--- config.mk ---
export PLATFORM = sky130hd
export DESIGN_NAME = des_decrypt_iter
export DESIGN_NICKNAME = d
export VERILOG_FILES = /design/src/rtl/des_decrypt_iter.sv
export SDC_FILE = /design/constraint.sdc
export NUM_CORES = 1
export LEC_CHECK = 0
export BUFFER_PORTS_ARGS = -buffer_cell sky130_fd_sc_hd__buf_2
export CELL_PAD_IN_SITES_DETAIL_PLACEMENT = 1
export CELL_PAD_IN_SITES_GLOBAL_PLACEMENT = 1
export CORE_MARGIN = 4
export CORE_UTILIZATION = 37
export CTS_CLUSTER_DIAMETER = 40
export CTS_CLUSTER_SIZE = 24
export DETAILED_ROUTE_END_ITERATION = 7
export PLACE_DENSITY_LB_ADDON = 0.1
export SYNTH_ARGS = -nofsm -noshare
export SYNTH_HDL_FRONTEND = slang
export SYNTH_SLANG_ARGS = --single-unit
--- constraint.sdc ---
create_clock -name i_clk -period 2.5 [get_ports i_clk]
set_input_delay 0.375 -clock i_clk [delete_from_list [all_inputs] [get_ports i_clk]]
set_output_delay 0.375 -clock i_clk [all_outputs]
set_load 0.02 [all_outputs]
--- src/rtl/des_decrypt_iter.sv ---
//==============================================================================
// Module      : des_decrypt_iter (with helper modules sbox1..sbox8)
// Description : Iterative single-DES decryption engine. One Feistel round per
//               clock, subkeys generated on the fly in reverse order (K16
//               first) by rotating C/D right. Valid/ready handshake on both
//               the input (ciphertext + key) and output (plaintext) sides.
//
// Ports       : i_clk      - clock, rising edge
//               i_rst_n    - asynchronous active-low reset
//               i_valid    - ciphertext/key valid
//               o_ready    - engine idle, can accept a block
//               i_data     - ciphertext, bit 63 = DES bit 1
//               i_key      - 64-bit key incl. parity bits (parity ignored)
//               o_valid    - plaintext valid
//               i_ready    - downstream accepts o_data
//               o_data     - plaintext, bit 63 = DES bit 1
//               i_encrypt  - (DES_DECRYPT_ENC_MODE_EN only) 1 = encrypt
//
// Options     : `define DES_DECRYPT_ENC_MODE_EN adds the i_encrypt port and a
//               forward (encryption) key schedule selected per block.
//
// Revision    : 1.0 - initial release
//==============================================================================
`default_nettype none

//------------------------------------------------------------------------------
// S-boxes. Each table holds 64 nibbles, entry 0 in the top nibble, laid out
// row-major (row = {b5,b0}, column = b4..b1). Entry idx sits at bit offset
// 4*(63-idx), which is {~idx, 2'b00}.
//------------------------------------------------------------------------------
module sbox1 (
    input  logic [5:0] i_in,
    output logic [3:0] o_out
);
    localparam logic [255:0] c_TABLE =
        256'hE4D12FB83A6C5907_0F74E2D1A6CB9538_41E8D62BFC973A50_FC8249175B3EA06D;
    logic [5:0] w_idx;
    logic [7:0] w_shift;
    assign w_idx   = {i_in[5], i_in[0], i_in[4:1]};
    assign w_shift = {~w_idx, 2'b00};
    assign o_out   = c_TABLE[w_shift +: 4];
endmodule

module sbox2 (
    input  logic [5:0] i_in,
    output logic [3:0] o_out
);
    localparam logic [255:0] c_TABLE =
        256'hF18E6B34972DC05A_3D47F28EC01A69B5_0E7BA4D158C6932F_D8A13F42B67C05E9;
    logic [5:0] w_idx;
    logic [7:0] w_shift;
    assign w_idx   = {i_in[5], i_in[0], i_in[4:1]};
    assign w_shift = {~w_idx, 2'b00};
    assign o_out   = c_TABLE[w_shift +: 4];
endmodule

module sbox3 (
    input  logic [5:0] i_in,
    output logic [3:0] o_out
);
    localparam logic [255:0] c_TABLE =
        256'hA09E63F51DC7B428_D709346A285ECBF1_D6498F30B12C5AE7_1AD069874FE3B52C;
    logic [5:0] w_idx;
    logic [7:0] w_shift;
    assign w_idx   = {i_in[5], i_in[0], i_in[4:1]};
    assign w_shift = {~w_idx, 2'b00};
    assign o_out   = c_TABLE[w_shift +: 4];
endmodule

module sbox4 (
    input  logic [5:0] i_in,
    output logic [3:0] o_out
);
    localparam logic [255:0] c_TABLE =
        256'h7DE3069A1285BC4F_D8B56F03472C1AE9_A690CB7DF13E5284_3F06A1D8945BC72E;
    logic [5:0] w_idx;
    logic [7:0] w_shift;
    assign w_idx   = {i_in[5], i_in[0], i_in[4:1]};
    assign w_shift = {~w_idx, 2'b00};
    assign o_out   = c_TABLE[w_shift +: 4];
endmodule

module sbox5 (
    input  logic [5:0] i_in,
    output logic [3:0] o_out
);
    localparam logic [255:0] c_TABLE =
        256'h2C417AB6853FD0E9_EB2C47D150FA3986_421BAD78F9C5630E_B8C71E2D6F09A453;
    logic [5:0] w_idx;
    logic [7:0] w_shift;
    assign w_idx   = {i_in[5], i_in[0], i_in[4:1]};
    assign w_shift = {~w_idx, 2'b00};
    assign o_out   = c_TABLE[w_shift +: 4];
endmodule

module sbox6 (
    input  logic [5:0] i_in,
    output logic [3:0] o_out
);
    localparam logic [255:0] c_TABLE =
        256'hC1AF92680D34E75B_AF427C9561DE0B38_9EF528C3704A1DB6_432C95FABE17608D;
    logic [5:0] w_idx;
    logic [7:0] w_shift;
    assign w_idx   = {i_in[5], i_in[0], i_in[4:1]};
    assign w_shift = {~w_idx, 2'b00};
    assign o_out   = c_TABLE[w_shift +: 4];
endmodule

module sbox7 (
    input  logic [5:0] i_in,
    output logic [3:0] o_out
);
    localparam logic [255:0] c_TABLE =
        256'h4B2EF08D3C975A61_D0B7491AE35C2F86_14BDC37EAF680592_6BD814A7950FE23C;
    logic [5:0] w_idx;
    logic [7:0] w_shift;
    assign w_idx   = {i_in[5], i_in[0], i_in[4:1]};
    assign w_shift = {~w_idx, 2'b00};
    assign o_out   = c_TABLE[w_shift +: 4];
endmodule

module sbox8 (
    input  logic [5:0] i_in,
    output logic [3:0] o_out
);
    localparam logic [255:0] c_TABLE =
        256'hD2846FB1A93E50C7_1FD8A374C56B0E92_7B419CE206ADF358_21E74A8DFC90356B;
    logic [5:0] w_idx;
    logic [7:0] w_shift;
    assign w_idx   = {i_in[5], i_in[0], i_in[4:1]};
    assign w_shift = {~w_idx, 2'b00};
    assign o_out   = c_TABLE[w_shift +: 4];
endmodule

//------------------------------------------------------------------------------
// Top level
//------------------------------------------------------------------------------
module des_decrypt_iter (
    input  logic        i_clk,
    input  logic        i_rst_n,
    input  logic        i_valid,
    output logic        o_ready,
    input  logic [63:0] i_data,
    input  logic [63:0] i_key,
    output logic        o_valid,
    input  logic        i_ready,
    output logic [63:0] o_data
`ifdef DES_DECRYPT_ENC_MODE_EN
    ,
    input  logic        i_encrypt
`endif
);

    localparam logic [1:0] c_ST_IDLE  = 2'd0;
    localparam logic [1:0] c_ST_ROUND = 2'd1;
    localparam logic [1:0] c_ST_DONE  = 2'd2;

    // Permutation tables in FIPS 46-3 notation: 1-based source bit numbers,
    // bit 1 being the MSB of the source vector.
    localparam int c_IP [64] = '{
        58, 50, 42, 34, 26, 18, 10,  2, 60, 52, 44, 36, 28, 20, 12,  4,
        62, 54, 46, 38, 30, 22, 14,  6, 64, 56, 48, 40, 32, 24, 16,  8,
        57, 49, 41, 33, 25, 17,  9,  1, 59, 51, 43, 35, 27, 19, 11,  3,
        61, 53, 45, 37, 29, 21, 13,  5, 63, 55, 47, 39, 31, 23, 15,  7};
    localparam int c_FP [64] = '{
        40,  8, 48, 16, 56, 24, 64, 32, 39,  7, 47, 15, 55, 23, 63, 31,
        38,  6, 46, 14, 54, 22, 62, 30, 37,  5, 45, 13, 53, 21, 61, 29,
        36,  4, 44, 12, 52, 20, 60, 28, 35,  3, 43, 11, 51, 19, 59, 27,
        34,  2, 42, 10, 50, 18, 58, 26, 33,  1, 41,  9, 49, 17, 57, 25};
    localparam int c_E [48] = '{
        32,  1,  2,  3,  4,  5,  4,  5,  6,  7,  8,  9,
         8,  9, 10, 11, 12, 13, 12, 13, 14, 15, 16, 17,
        16, 17, 18, 19, 20, 21, 20, 21, 22, 23, 24, 25,
        24, 25, 26, 27, 28, 29, 28, 29, 30, 31, 32,  1};
    localparam int c_P [32] = '{
        16,  7, 20, 21, 29, 12, 28, 17,  1, 15, 23, 26,  5, 18, 31, 10,
         2,  8, 24, 14, 32, 27,  3,  9, 19, 13, 30,  6, 22, 11,  4, 25};
    localparam int c_PC1 [56] = '{
        57, 49, 41, 33, 25, 17,  9,  1, 58, 50, 42, 34, 26, 18,
        10,  2, 59, 51, 43, 35, 27, 19, 11,  3, 60, 52, 44, 36,
        63, 55, 47, 39, 31, 23, 15,  7, 62, 54, 46, 38, 30, 22,
        14,  6, 61, 53, 45, 37, 29, 21, 13,  5, 28, 20, 12,  4};
    localparam int c_PC2 [48] = '{
        14, 17, 11, 24,  1,  5,  3, 28, 15,  6, 21, 10,
        23, 19, 12,  4, 26,  8, 16,  7, 27, 20, 13,  2,
        41, 52, 31, 37, 47, 55, 30, 40, 51, 45, 33, 48,
        44, 49, 39, 56, 34, 53, 46, 42, 50, 36, 29, 32};

    function automatic logic [63:0] f_ip(input logic [63:0] x);
        logic [63:0] y;
        y = '0;
        for (int i = 0; i < 64; i++) y[6'(63 - i)] = x[6'(64 - c_IP[i])];
        return y;
    endfunction

    function automatic logic [63:0] f_fp(input logic [63:0] x);
        logic [63:0] y;
        y = '0;
        for (int i = 0; i < 64; i++) y[6'(63 - i)] = x[6'(64 - c_FP[i])];
        return y;
    endfunction

    function automatic logic [47:0] f_e(input logic [31:0] x);
        logic [47:0] y;
        y = '0;
        for (int i = 0; i < 48; i++) y[6'(47 - i)] = x[5'(32 - c_E[i])];
        return y;
    endfunction

    function automatic logic [31:0] f_p(input logic [31:0] x);
        logic [31:0] y;
        y = '0;
        for (int i = 0; i < 32; i++) y[5'(31 - i)] = x[5'(32 - c_P[i])];
        return y;
    endfunction

    // Parity bits (DES bits 8,16,..,64) are simply never selected.
    function automatic logic [55:0] f_pc1(input logic [63:0] x);
        logic [55:0] y;
        y = '0;
        for (int i = 0; i < 56; i++) y[6'(55 - i)] = x[6'(64 - c_PC1[i])];
        return y;
    endfunction

    function automatic logic [47:0] f_pc2(input logic [55:0] x);
        logic [47:0] y;
        y = '0;
        for (int i = 0; i < 48; i++) y[6'(47 - i)] = x[6'(56 - c_PC2[i])];
        return y;
    endfunction

    function automatic logic [27:0] f_rot_r(input logic [27:0] x, input logic by_one);
        return by_one ? {x[0], x[27:1]} : {x[1:0], x[27:2]};
    endfunction

`ifdef DES_DECRYPT_ENC_MODE_EN
    function automatic logic [27:0] f_rot_l(input logic [27:0] x, input logic by_one);
        return by_one ? {x[26:0], x[27]} : {x[25:0], x[27:26]};
    endfunction
`endif

    logic [1:0]  r_state;
    logic [3:0]  r_cnt;
    logic [31:0] r_l;
    logic [31:0] r_r;
    logic [27:0] r_c;
    logic [27:0] r_d;
    logic [63:0] r_data;
    logic        r_valid;
    logic        r_ready;

    logic [63:0] w_ip;
    logic [55:0] w_cd;
    logic        w_rshift1;
    logic [27:0] w_c_rnd;
    logic [27:0] w_d_rnd;
    logic [27:0] w_c_next;
    logic [27:0] w_d_next;
    logic [27:0] w_c_dec;
    logic [27:0] w_d_dec;
    logic [47:0] w_subkey;
    logic [47:0] w_sx;
    logic [31:0] w_s;
    logic [31:0] w_r_new;

    assign w_ip = f_ip(i_data);
    assign w_cd = f_pc1(i_key);

    // Reverse schedule: the shift undone after round k is the forward shift
    // of round 16-k, which is 1 for k = 0, 7, 14.
    assign w_rshift1 = (r_cnt == 4'd0) || (r_cnt == 4'd7) || (r_cnt == 4'd14);
    assign w_c_dec   = (r_cnt == 4'd15) ? r_c : f_rot_r(r_c, w_rshift1);
    assign w_d_dec   = (r_cnt == 4'd15) ? r_d : f_rot_r(r_d, w_rshift1);

`ifdef DES_DECRYPT_ENC_MODE_EN
    logic r_enc;
    logic w_lshift1;

    // Forward schedule rotates before the subkey is taken, so the rotated
    // value both feeds PC-2 this round and becomes the stored C/D.
    assign w_lshift1 = (r_cnt == 4'd0) || (r_cnt == 4'd1) ||
                       (r_cnt == 4'd8) || (r_cnt == 4'd15);
    assign w_c_rnd   = r_enc ? f_rot_l(r_c, w_lshift1) : r_c;
    assign w_d_rnd   = r_enc ? f_rot_l(r_d, w_lshift1) : r_d;
    assign w_c_next  = r_enc ? w_c_rnd : w_c_dec;
    assign w_d_next  = r_enc ? w_d_rnd : w_d_dec;
`else
    assign w_c_rnd   = r_c;
    assign w_d_rnd   = r_d;
    assign w_c_next  = w_c_dec;
    assign w_d_next  = w_d_dec;
`endif

    assign w_subkey = f_pc2({w_c_rnd, w_d_rnd});
    assign w_sx     = f_e(r_r) ^ w_subkey;

    sbox1 u_sbox1 (.i_in(w_sx[47:42]), .o_out(w_s[31:28]));
    sbox2 u_sbox2 (.i_in(w_sx[41:36]), .o_out(w_s[27:24]));
    sbox3 u_sbox3 (.i_in(w_sx[35:30]), .o_out(w_s[23:20]));
    sbox4 u_sbox4 (.i_in(w_sx[29:24]), .o_out(w_s[19:16]));
    sbox5 u_sbox5 (.i_in(w_sx[23:18]), .o_out(w_s[15:12]));
    sbox6 u_sbox6 (.i_in(w_sx[17:12]), .o_out(w_s[11:8]));
    sbox7 u_sbox7 (.i_in(w_sx[11:6]),  .o_out(w_s[7:4]));
    sbox8 u_sbox8 (.i_in(w_sx[5:0]),   .o_out(w_s[3:0]));

    assign w_r_new = r_l ^ f_p(w_s);

    always_ff @(posedge i_clk or negedge i_rst_n) begin
        if (!i_rst_n) begin
            r_state <= c_ST_IDLE;
            r_cnt   <= 4'd0;
            r_l     <= 32'd0;
            r_r     <= 32'd0;
            r_c     <= 28'd0;
            r_d     <= 28'd0;
            r_data  <= 64'd0;
            r_valid <= 1'b0;
            r_ready <= 1'b1;
`ifdef DES_DECRYPT_ENC_MODE_EN
            r_enc   <= 1'b0;
`endif
        end else begin
            case (r_state)
                c_ST_IDLE: begin
                    if (i_valid) begin
                        r_l     <= w_ip[63:32];
                        r_r     <= w_ip[31:0];
                        r_c     <= w_cd[55:28];
                        r_d     <= w_cd[27:0];
                        r_cnt   <= 4'd0;
                        r_ready <= 1'b0;
                        r_state <= c_ST_ROUND;
`ifdef DES_DECRYPT_ENC_MODE_EN
                        r_enc   <= i_encrypt;
`endif
                    end
                end
                c_ST_ROUND: begin
                    r_l <= r_r;
                    r_r <= w_r_new;
                    r_c <= w_c_next;
                    r_d <= w_d_next;
                    if (r_cnt == 4'd15) begin
                        // Final swap: R16 goes in the upper half before FP.
                        r_data  <= f_fp({w_r_new, r_r});
                        r_valid <= 1'b1;
                        r_cnt   <= 4'd0;
                        r_state <= c_ST_DONE;
                    end else begin
                        r_cnt <= r_cnt + 4'd1;
                    end
                end
                c_ST_DONE: begin
                    if (i_ready) begin
                        r_valid <= 1'b0;
                        r_ready <= 1'b1;
                        r_state <= c_ST_IDLE;
                    end
                end
                default: begin
                    r_valid <= 1'b0;
                    r_ready <= 1'b1;
                    r_state <= c_ST_IDLE;
                end
            endcase
        end
    end

    assign o_ready = r_ready;
    assign o_valid = r_valid;
    assign o_data  = r_data;

endmodule

`default_nettype wire

==> flow_summary_export.csv, run 1 <==
group,metric,value,unit
status,outcome,"complete, no violations",
worst_setup_path,crit_type,"reg2reg",
global_route,first_global_vias,4224,
global_route,grt_max_degree,47,
timing,clock_skew,11.65,ps
floorplanning,die_x,128.5,um
timing,setup_viol_count_final,0,
cts,htree_levels,3,
floorplanning,start_util,38.24,%
synthesis,synthTopCellsByArea,"dfrtp_1 40%, mux2i_1 7.8%, buf_4 6.7%, ha_1 4.7%, a22o_1 3.8%",
synthesis,synth_top_area_share,40.07,%
detailed_routing,dr.pass1.iters,4,
synthesis,async_flop_share,100.0,%
worst_setup_path,cp.arrival,2540,ps
synthesis,yosysWarnings,0,
timing,fin_tns_setup,0,ps
floorplanning,io_pins,198,
floorplanning,dieArea,16510,um2
placed_design,portBuffers,49,
detailed_routing,wirelength,13.42,mm
timing,period_share,92.66,%
layout,diodes,0,
synthesis,ys.flop_type,"dfrtp_1",
timing,timing.final.ws_setup,183.4,ps
worst_setup_path,required,2720,ps
min_path,hold_class,"in2async",
cts,clk_latency,340,ps
synthesis,synth_cell_types,57,
cts,cts_buffer_depth,2,
timing,slew_headroom,57.38,%
cts,postCtsHoldBufs,0,
timing,timing.final.hold_violations,0,
synthesis,ys_seq_area_share,40.56,%
timing,final.min_clock_period,2317,ps
floorplanning,fp-row-count,43,
detailed_routing,ant_nets,0,
layout,syn_to_final_growth,12.88,%
worst_setup_path,start_kind,"register",
cts,cts_buffers,9,
floorplanning,core_area,14040,um2
synthesis,synth.largest_area_cell,"dfrtp_1",
cts,root_buffer,"clkbuf_16",
worst_setup_path,cpPeakStageDelay,620,ps
timing,worst_pin_slew,634.7,ps
power_and_ir_drop,cellLeakagePower,2.889,nW
timing,hold-worst-slack,27.78,ps
layout,final_core_util,43.17,%
placed_design,detailedPlace.worstSlack,206.9,ps
synthesis,yosysMostFrequentCell,"dfrtp_1",
synthesis,synth_edf_count,0,
flow_run,maxCapViolations,0,
placed_design,dp_cells,767,
timing,drv_slew,0,
worst_setup_path,cp_num_buf_inv,0,
detailed_routing,vias,4037,
layout,final_cells,783,
cts,path_clk_slew,70,ps
placed_design,post_dp_cell_area,5758,um2
global_route,antenna_found_initial,0,
cts,cts_resized,0,
synthesis,yosys-top-cells-count,"86 x dfrtp_1, 48 x buf_4, 42 x mux2i_1",
layout,drive_gt1_share,18.91,%
layout,fin_area,6062,um2
global_route,grtUsageTotal,16.84,%
power_and_ir_drop,power.total,8.967,mW
placed_design,hpwl,10.08,mm
worst_setup_path,cp_max_fo,5,
floorplanning,die_h,128.5,um
power_and_ir_drop,power-per-cell-area,1479,nW/um2
synthesis,syn_inst,546,
worst_setup_path,path_cells,"xor2_1, mux4_1, a221oi_2, o31ai_1, a32o_1",
global_route,grt_overflow,0,
worst_setup_path,cp_slowest_cell,"mux4_1",
detailed_routing,drt-initial-drc-count,137,
synthesis,synth_area,5370,um2
detailed_routing,vias_per_cell,5.156,
timing,rsz0062_at_grt,"false",
cts,cts_tree,"done",
worst_setup_path,path_delay_family,"compound AO/OA/AOI/OAI gates",
detailed_routing,route.detailed.drc,0,
timing,fmax,0.4317,GHz
detailed_routing,wire_per_inst,17.14,um
layout,fin_nets,750,
synthesis,synth.avg_cell_area,9.835,um2
power_and_ir_drop,peakVddDrop,0.5449,mV
cts,cts_setup_buffers,0,
synthesis,ys_seq_elements,87,
worst_setup_path,end_kind,"register",
global_route,grt_pass1_wl,22.33,mm
cts,cts_sinks,87,
placed_design,gp_congestion,0.8431,
worst register-to-register path, stage by stage (launching register included):
cell	delay, ps
dfrtp_1	540
xor2_1	300
mux4_1	620
a221oi_2	340
o31ai_1	120
a32o_1	270
where the power goes:
group          leakage [nW]  switching (mW)  total [mW]  internal (mW)
sequential             1.11           0.655        2.65           2.00
combinational          1.63            2.77        4.98           2.21
clock                 0.151           0.572        1.34          0.768
total                  2.89            3.99        8.97           4.97
state kept, by name, summed over array words and instances, names as in the netlist:
register  cells
r_r          20
r_cnt         4
r_state       2
r_l          15
o_valid       1
o_data       16
o_ready       1
r_d          28
metal layers:
| metal | GRT usage, % | vias up | part of all wire (%) |
|---|---|---|---|
| li1 | - | 1934 | - |
| met3 | 2.449 | 13 | 2.4 |
| met4 | 4.432 | 0 | 1.3 |
| met1 | 24.37 | 2031 | 50 |
| met5 | 0 | - | 0 |
| met2 | 26.51 | 59 | 47 |
layout make-up:
cell class | instances | area [um2]
multi-input cells | 411 | 2841
clock buffers | 12 | 266.5
inverters | 16 | 60.06
repair buffers | 73 | 452.9
clock inverters | 4 | 37.54
fillers | 1617 | 7980
flip-flops and latches | 87 | 2178
well taps | 180 | 225.2
kinds of logic (layout without fill, tap and decap cells):
logic type               after synthesis  after routing  share of synthesized area (%)
flip-flops                            87             87                          40.56
multiplexers                          64             64                          13.42
AND/OR/NAND/NOR                      117            117                          9.669
AO/OA/AOI/OAI                        131            131                          15.87
other                                  1             48                        0.06983
XOR/XNOR                              31             31                          5.615
adder cells (fa/ha/maj)               20             20                          4.660
buffers and inverters                 95            105                          10.14
placed cells by master, fill, tap and decap left out, types with 3 or more instances in the layout:
cell type / synthesis / routed
clkinv_4: 0 / 3
mux2_1: 8 / 8
clkbuf_8: 0 / 3
o21ai_0: 25 / 25
nand3_1: 20 / 20
dfrtp_1: 86 / 86
xor2_1: 15 / 15
a211oi_1: 4 / 4
nor3_1: 11 / 11
mux2_2: 10 / 10
nand2_1: 40 / 40
clkbuf_16: 0 / 9
conb_1: 1 / 48
ha_1: 20 / 20
nor2_1: 30 / 30
mux2i_1: 42 / 42
a31oi_1: 4 / 4
buf_4: 48 / 23
o21ai_1: 26 / 26
xnor2_2: 3 / 3
a22o_1: 23 / 23
and2_1: 4 / 4
a21oi_1: 23 / 22
buf_2: 6 / 48
inv_1: 15 / 15
nand2b_1: 4 / 4
xnor2_1: 12 / 12
final timing paths:
check | depth (start not counted) | start | end | slack, ps
worst max-delay path | 5 | r_d[16] | r_r[3] | 180
worst min-delay path | 1 | i_rst_n | o_data[31] | 30
worst max register to register | 5 | r_d[16] | r_r[3] | 180
worst min register to register | 1 | o_data[21] | o_data[21] | 480
max in group asynchronous | 2 | i_rst_n | o_ready | 1770
min in group i_clk | 2 | i_data[27] | r_r[12] | 260
Power figures use the tool's default switching activity.
==> run 2, diff against run 1 <==
BUFFER_PORTS_ARGS = unset   (was -buffer_cell sky130_fd_sc_hd__buf_2)
CORE_UTILIZATION = 48   (was 37)
DONT_BUFFER_PORTS = 1   (was unset)
==> run 2 against run 1 <==
Clock skew shrank 3.7 ps. Highest routed layer unchanged. Critical path type unchanged. Register-to-register slack lost 40 ps. Setup slack lost 39 ps. Fmax shrank 1.7%. Hold slack gained 110 ps. Critical endpoint unchanged.
==> flow_summary_export.csv, run 2 (synthesized netlist as in run 1, its figures left out) <==
group,metric,value,unit
global_route,grt_pass1_wl,21.19,mm
placed_design,portBuffers,0,
layout,mostFrequentLayoutCell,"dfrtp_1",
detailed_routing,dr.pass1.iters,4,
detailed_routing,wirelength,12.92,mm
power_and_ir_drop,combPwrFrac,54.8,%
power_and_ir_drop,peakVddDrop,0.7124,mV
power_and_ir_drop,power-per-cell-area,1502,nW/um2
timing,period_share,94.24,%
detailed_routing,drt-initial-drc-count,165,
worst_setup_path,cpPeakStageDelay,630,ps
floorplanning,core_area,10890,um2
global_route,first_global_vias,4118,
worst_setup_path,cp.arrival,2610,ps
cts,cts_buffers,9,
layout,fin_area,5624,um2
power_and_ir_drop,switchingPower,3.932,mW
detailed_routing,vias,3843,
layout,final_cell_mix,"86 x dfrtp_1, 48 x conb_1, 42 x mux2i_1",
power_and_ir_drop,intPower,4.517,mW
timing,timing.final.hold_violations,0,
cts,cts_buffer_depth,2,
placed_design,hpwl,9.398,mm
power_and_ir_drop,netSwitchingFraction,46.54,%
cts,cts_setup_buffers,0,
min_path,hold_class,"in2reg",
global_route,antenna_found_initial,0,
timing,clock_skew,7.981,ps
cts,clk_latency,360,ps
placed_design,post_dp_cell_area,5386,um2
layout,drive_gt1_share,10.56,%
layout,fin_nets,697,
power_and_ir_drop,cellLeakagePower,2.605,nW
status,outcome,"complete, no violations",
cts,htree_levels,3,
floorplanning,die_h,113.8,um
floorplanning,dieArea,12940,um2
floorplanning,io_pins,198,
placed_design,gp_congestion,0.8375,
cts,cts_sinks,87,
detailed_routing,route.detailed.drc,0,
timing,rsz0062_at_grt,"false",
global_route,grtUsageTotal,20.60,%
flow_run,maxCapViolations,0,
timing,setup_viol_count_final,0,
timing,fin_tns_setup,0,ps
timing,slew_headroom,56.95,%
global_route,grt_overflow,0,
layout,syn_to_final_growth,4.730,%
cts,root_buffer,"clkbuf_8",
worst_setup_path,start_kind,"register",
layout,largest_reg_flops,28,
floorplanning,die_x,113.8,um
global_route,grt_max_degree,88,
worst_setup_path,end_kind,"register",
timing,fmax,0.4244,GHz
floorplanning,start_util,49.32,%
detailed_routing,wire_per_inst,18.76,um
layout,largest-register,"r_d",
worst_setup_path,cp_num_buf_inv,0,
power_and_ir_drop,power_frac_seq,33.0,%
cts,cts_tree,"done",
power_and_ir_drop,pwr-share-clk,12.2,%
timing,hold-worst-slack,138.1,ps
worst_setup_path,cp_max_fo,5,
worst_setup_path,path_cells,"xor2_1, mux4_1, a221oi_2, o31ai_1, a32o_1",
floorplanning,fp-row-count,38,
worst_setup_path,crit_type,"reg2reg",
worst_setup_path,required,2750,ps
cts,path_clk_slew,90,ps
layout,diodes,0,
timing,drv_slew,0,
worst_setup_path,cp_slowest_cell,"mux4_1",
detailed_routing,ant_nets,0,
detailed_routing,vias_per_cell,5.578,
timing,final.min_clock_period,2356,ps
timing,worst_pin_slew,641.1,ps
worst_setup_path,path_delay_family,"compound AO/OA/AOI/OAI gates",
## run 2: changes by cell type in the layout (fill, tap and decap cells not counted)
cell and delta:
bufinv_16 +1, dlygate4sd3_1 +1, buf_4 -5, buf_2 -48
clkbuf_8 +6, inv_6 +3, clkbuf_16 -9, a21oi_1 +1
buf_16 +1, a21oi_2 -1, clkinv_4 -2, buf_12 -2
## run 2: stage by stage
step	utilization [%]	setup WS (ps)	power, mW	std cells
4_1_cts	51.65	137.0	8.521	689
5_1_grt	51.65	13.07	9.214	689
3_3_place_gp	49.47	233.5	7.136	672
3_5_place_dp	49.47	155.3	7.420	672
6_report	51.65	144.0	8.450	689
2_1_floorplan	-	268.0	6.268	593
## run 2: timing repair
item	CTS	global route
hold buffers	2	0
setup endpoints to repair	0	0
hold endpoints to repair	87	0
resized for setup	0	0
## run 2: per-layer routing
metal | vias up | global-route usage, % | wire (um)
met2 | 77 | 34.16 | 6104
met3 | 8 | 5.464 | 707
li1 | 1829 | - | -
met1 | 1929 | 27.05 | 5965
met5 | - | 0 | 0
met4 | 0 | 5.146 | 148
## run 2: cell type report
class / instances / area, um2
Inverter: 16 / 60.06
Multi-Input combinational cell: 411 / 2838
Clock inverter: 6 / 76.32
Fill cell: 1244 / 5264
Timing Repair Buffer: 20 / 172.7
Sequential cell: 87 / 2178
Clock buffer: 9 / 123.9
Tap cell: 140 / 175.2
## run 2: final timing paths
check                           start      end  slack, ps  cells past startpoint
max                           r_d[16]   r_r[3]        140                      5
min in group asynchronous     i_rst_n  r_l[21]        590                      2
min                        i_data[27]  r_r[12]        140                      1
min reg2reg                   r_l[20]  r_l[20]        520                      1
max in group asynchronous     i_rst_n  r_d[24]       1580                      2
max reg2reg                   r_d[16]   r_r[3]        140                      5
## run 2: power groups by stage
stage          clock (mW)  sequential (mW)  combinational, mW
2_1_floorplan           0             2.50               3.77
3_3_place_gp            0             2.78               4.36
3_5_place_dp            0             2.82               4.60
4_1_cts              1.07             2.80               4.66
5_1_grt              1.12             2.89               5.20
6_report             1.03             2.79               4.63
